==> src/rtl/intc_pkg.sv <==
// Purpose: shared encodings for the round-robin interrupt controller.
// Latency: n/a (types and constants only).
// Backpressure: n/a.
package intc_pkg;

    // Handshake sequencer states
    typedef enum logic [1:0] {
        ST_IDLE = 2'd0,
        ST_REQ  = 2'd1,
        ST_SERV = 2'd2
    } state_t;

    // Default register-bus addresses
    localparam logic [3:0] DEF_ADDR_IER = 4'hC;
    localparam logic [3:0] DEF_ADDR_IPR = 4'hD;

    // Interrupt source indices
    localparam int NUM_SRC  = 4;
    localparam int SRC_OV   = 0;
    localparam int SRC_OCMP = 1;
    localparam int SRC_RX   = 2;
    localparam int SRC_TX   = 3;

endpackage

==> src/rtl/intc_rr_pick4.sv <==
// Purpose: rotating-priority picker over four requests; search starts at last+1.
// Latency: purely combinational.
// Backpressure: none; valid is low when no request is set.
// Ports: req[3:0] candidate set, last[1:0] previous winner,
//        valid = any candidate, idx = winning index.
module rr_pick4 (
    input  logic [3:0] req,
    input  logic [1:0] last,
    output logic       valid,
    output logic [1:0] idx
);

    logic [1:0] cand;

    // Walk from the farthest position back to the nearest so the nearest
    // candidate (last+1) is the final assignment and therefore wins.
    always_comb begin
        valid = 1'b0;
        idx   = 2'd0;
        cand  = 2'd0;
        for (int i = 3; i >= 0; i--) begin
            cand = last + 2'(i + 1);
            if (req[cand]) begin
                valid = 1'b1;
                idx   = cand;
            end
        end
    end

endmodule

==> src/rtl/intc_rr.sv <==
// Purpose: round-robin interrupt controller with irq/ack/eoi handshake and IER/IPR registers.
// Latency: source edge -> pending same edge; pending -> irq one edge later (2 cycles from edge).
// Backpressure: one interrupt outstanding; new winners wait until eoi returns the FSM to IDLE.
// Ports: clk/rst_n; register bus addr3/wen/data_in; irq_src event inputs;
//        irq_ack/eoi from the CPU; irq/irq_vec registered request; intc_mux status.
module intc_rr
    import intc_pkg::*;
#(
    parameter logic [3:0] ADDR_IER = DEF_ADDR_IER,
    parameter logic [3:0] ADDR_IPR = DEF_ADDR_IPR
) (
    input  logic       clk,
    input  logic       rst_n,
    input  logic [3:0] addr3,
    input  logic       wen,
    input  logic [7:0] data_in,
    input  logic [3:0] irq_src,
    input  logic       irq_ack,
    input  logic       eoi,
    output logic       irq,
    output logic [1:0] irq_vec,
    output logic [7:0] intc_mux
);

    state_t     state;
    logic [3:0] src_q;
    logic [3:0] pending;
    logic [3:0] ier;
    logic       gie;
    logic [1:0] last;

    logic [3:0] src_edge;
    logic       ier_wr;
    logic       ipr_wr;
    logic [3:0] candidates;
    logic       ack_take;
    logic [3:0] ack_clr;
    logic [3:0] w1c_clr;
    logic [3:0] pending_nxt;
    logic       pick_vld;
    logic [1:0] pick_idx;
    logic       active;
    logic       unused_data;

    // IER only uses bit 7 and bits 3:0
    assign unused_data = ^data_in[6:4];

    // src_q resets to 0, so a source already high at reset release is an edge
    assign src_edge   = irq_src & ~src_q;
    assign ier_wr     = wen && (addr3 == ADDR_IER);
    assign ipr_wr     = wen && (addr3 == ADDR_IPR);
    assign candidates = gie ? (pending & ier) : 4'b0000;

    // Ack is only honoured while a request is being presented
    assign ack_take = (state == ST_REQ) && irq_ack;
    assign ack_clr  = ack_take ? (4'b0001 << irq_vec) : 4'b0000;
    assign w1c_clr  = ipr_wr ? data_in[3:0] : 4'b0000;

    // A new edge wins over a same-cycle clear so no event is lost
    assign pending_nxt = (pending & ~(w1c_clr | ack_clr)) | src_edge;

    rr_pick4 u_pick (
        .req   (candidates),
        .last  (last),
        .valid (pick_vld),
        .idx   (pick_idx)
    );

    // Edge detect, pending latch and configuration registers
    always_ff @(posedge clk or negedge rst_n) begin
        if (!rst_n) begin
            src_q   <= 4'b0000;
            pending <= 4'b0000;
            ier     <= 4'b0000;
            gie     <= 1'b0;
        end else begin
            src_q   <= irq_src;
            pending <= pending_nxt;
            if (ier_wr) begin
                gie <= data_in[7];
                ier <= data_in[3:0];
            end
        end
    end

    // Handshake sequencer. irq_vec is frozen from IDLE exit until the next
    // grant, so enable changes during REQ cannot retarget the request.
    always_ff @(posedge clk or negedge rst_n) begin
        if (!rst_n) begin
            state   <= ST_IDLE;
            irq     <= 1'b0;
            irq_vec <= 2'd0;
            last    <= 2'd3;
        end else begin
            case (state)
                ST_IDLE: begin
                    if (pick_vld) begin
                        state   <= ST_REQ;
                        irq     <= 1'b1;
                        irq_vec <= pick_idx;
                    end
                end
                ST_REQ: begin
                    // eoi in the same cycle as ack is dropped
                    if (irq_ack) begin
                        state <= ST_SERV;
                        irq   <= 1'b0;
                        last  <= irq_vec;
                    end
                end
                ST_SERV: begin
                    if (eoi) begin
                        state <= ST_IDLE;
                    end
                end
                default: begin
                    state <= ST_IDLE;
                    irq   <= 1'b0;
                end
            endcase
        end
    end

    assign active   = (state == ST_SERV);
    assign intc_mux = {gie, active, irq_vec, pending};

endmodule

==> config.mk <==
export PLATFORM = sky130hd
export DESIGN_NAME = intc_rr
export DESIGN_NICKNAME = d
export VERILOG_FILES = /design/src/rtl/intc_pkg.sv /design/src/rtl/intc_rr_pick4.sv /design/src/rtl/intc_rr.sv
export SDC_FILE = /design/constraint.sdc
export NUM_CORES = 1
export LEC_CHECK = 0
export CORE_MARGIN = 1.5
export CORE_UTILIZATION = 55
export DETAILED_ROUTE_END_ITERATION = 8
export DONT_BUFFER_PORTS = 1
export PLACE_DENSITY = 0.77
export SKIP_LAST_GASP = 1
export SYNTH_ARGS = -nofsm -noshare
export SYNTH_HDL_FRONTEND = slang
export SYNTH_SLANG_ARGS = --single-unit
==> constraint.sdc <==
create_clock -name clk -period 2.3 [get_ports clk]
set_input_delay 0.23 -clock clk [delete_from_list [all_inputs] [get_ports clk]]
set_output_delay 0.23 -clock clk [all_outputs]
set_load 0.005 [all_outputs]
==> metrics.txt <==
Post-Syn Instances 91; Die W 45.0 um; Yosys top cell by area dfrtp_1; Post-Synth Adder-Cell Area 0%; routed len/inst 15.3 um; H-Tree Depth 1; P_sw 408 uW; area grow syn2layout 6.84%; sequential power share 54.5%; synthesized area per cell 10.7 um^2; power share of the combinational group 30.7%; CP Cell Sequence nand3b_2 -> o311ai_0 -> o21ai_1; initial antenna violation count 0; Num CTS Buffers 3; FF+latch area 503 um^2; clock tree buffer depth 2; all-layer global routing usage 20.8%; gr ovfl total 0; Fill cells 124; TNS Setup 0 ns; slowest CP cell dfrtp_1; Data required, critical path 2.46 ns; Startpoint Class flop; worst-margin pin slew 0.888 ns; post-CTS sizing 0; setup repair bufs after CTS 0; minimum clock period 1.31 ns; Final Cell Area 1040 um^2; max cap viols 0; Slew Viols, Final 0; CP endpoint kind flop; mux contribution to synthesized area 5.81%; total power 1.11 mW; initial detailed-routing violation count 8; row count 14; worst vdd ir 0.572 mV; nets 118; asr flop ratio synth 100%; final wirelength 1720 um; Hold Buf Count CTS 5; sw frac 36.8%; Yosys top cell area share 46.5%; multi-input logic area 399 um^2; dpl cell area 960 um^2; dpl cells 103; RSZ-0062 raised after global routing false; Post-Synth XOR/XNOR Area 0%; drt drc 0; Slew HR 40.6%; Synth Area in Simple Gates 18.6%; Hold Vio Cnt, Final 0; vias in the first global route 683; Synth Flop Type dfrtp_1; top post-synthesis cells by count dfrtp_1, nand2_1, inv_1, o21ai_0, mux2_2; mapped cell area 970 um^2; part of the cycle the worst path needs 57.0%; clk_lat worst skew 0.29 ns; kind of critical path flop to flop; Final setup viols 0; count leader, synth dfrtp_1; flops & latches, synth 20; leakage power 0.454 nW; fin cells 112; status completed; DR vias 683; clock power share 14.7%; Worst Setup Slack, final 0.990 ns; pwr dens 1070 nW/um^2; initial core utilization 61.5%; clk_skew 0.00868 ns; post-DR vias/cell 6.10; Core Region 1580 um^2; pre-CTS WS 0.976 ns; CTS Sinks 20; fmax 0.763 GHz; dpl hpwl 1350 um; Root Driver clkbuf_4; Initial DRT Pass Iterations 4; Critical Path AT 1.47 ns; Worst-path clk slew 0.10 ns; Ant. Diodes 0; cell internal pwr 700 uW; CTS tree done; main combinational cell family by area after synthesis simple AND/OR/NAND/NOR gates; CP max FO 7; Ys Warns 0; number of antenna-violating nets in the routed design 0; Min-Delay Path Class input port to flop; DIE HEIGHT 45.0 um; Seq/Total Area, Yosys 51.9%; layout cells sized above 1 21.9%; IO Port Bufs 0; synth unique cells 33; Post-synth EDFFs 0; CP max stage delay 0.43 ns; top post-synthesis cells by area dfrtp_1, mux2_2, dfstp_2; first-pass GRT wire length 3010 um; pin count of the biggest net entering global routing 21; io pins 32; RD Place Congestion 0.955; Die Area 2020 um^2; Synth Area in Compound Gates 16.8%; Syn Nets 112
[path summary, 6_finish.rpt]
kind,depth (start not counted),from,slack [ns],to
max,3,state[1],0.99,pending[1]
min,1,eoi,0.04,state[1]
max reg2reg,3,state[1],0.99,pending[1]
min reg2reg,1,src_q[1],0.41,pending[1]
max in group asynchronous,1,rst_n,1.25,src_q[2]
min in group asynchronous,1,rst_n,0.50,irq_vec[1]
[power by group through the flow]
stage / clock network (mW) / registers [mW] / logic, mW
after floorplan: 0 / 0.570 / 0.316
after global placement: 0 / 0.605 / 0.315
after detailed placement: 0 / 0.611 / 0.330
after CTS: 0.169 / 0.603 / 0.345
after global routing: 0.187 / 0.621 / 0.391
final: 0.163 / 0.605 / 0.341
[critical path: cells and delay by family, from the launching register on]
family	cells	cell delay, ns
compound gates	2	0.45
flops	1	0.43
simple gates	1	0.31
[cells by family after synthesis]
| family | count (synthesis) |
|---|---|
| DFF | 20 |
| and+or+nand+nor | 29 |
| AOI/OAI and AO/OA | 23 |
| muxes | 5 |
| buffers and inverters | 14 |
[cell type report]
type                    count  area share [%]
clock buffers               4            2.54
inverters                  10            3.62
multi-input cells          57            38.5
flip-flops and latches     20            48.6
well taps                  16            1.93
repair buffers              5            4.83
[cells in the final DEF (no fill, tap or decap), types with 2 or more instances in the layout]
master	instances
inv_1	9
dlygate4sd3_1	5
nand3_1	2
a32oi_1	2
dfstp_2	2
nor2_1	4
o22ai_1	2
nor3_1	2
o21ai_0	8
nand2_1	10
clkbuf_4	3
dfrtp_1	18
a21oi_1	2
nand2b_1	2
mux2_2	5
[through the flow]
stage / utilization (%) / hold WS, ns
final: 65.7 / 0.0407
after global routing: 65.7 / 0.0292
after CTS: 65.7 / 0.0357
after detailed placement: 60.9 / -0.0652
after global placement: 60.9 / -0.0652
after floorplan: - / -0.0656
[metal layers]
metal,routed length [um],track usage (%),up-vias
met5,0,0,-
met4,15,9.41,0
met3,90,5.60,2
met2,868,35.4,18
met1,742,24.4,331
li1,-,-,332
[sequential cells by signal (all words and copies together), names as in the netlist]
signal and count:
gie 1, ier 4, irq 1, irq_vec 2, last 2, pending 4
src_q 4, state 2
Note: power is estimated with default switching activity, not from simulation.
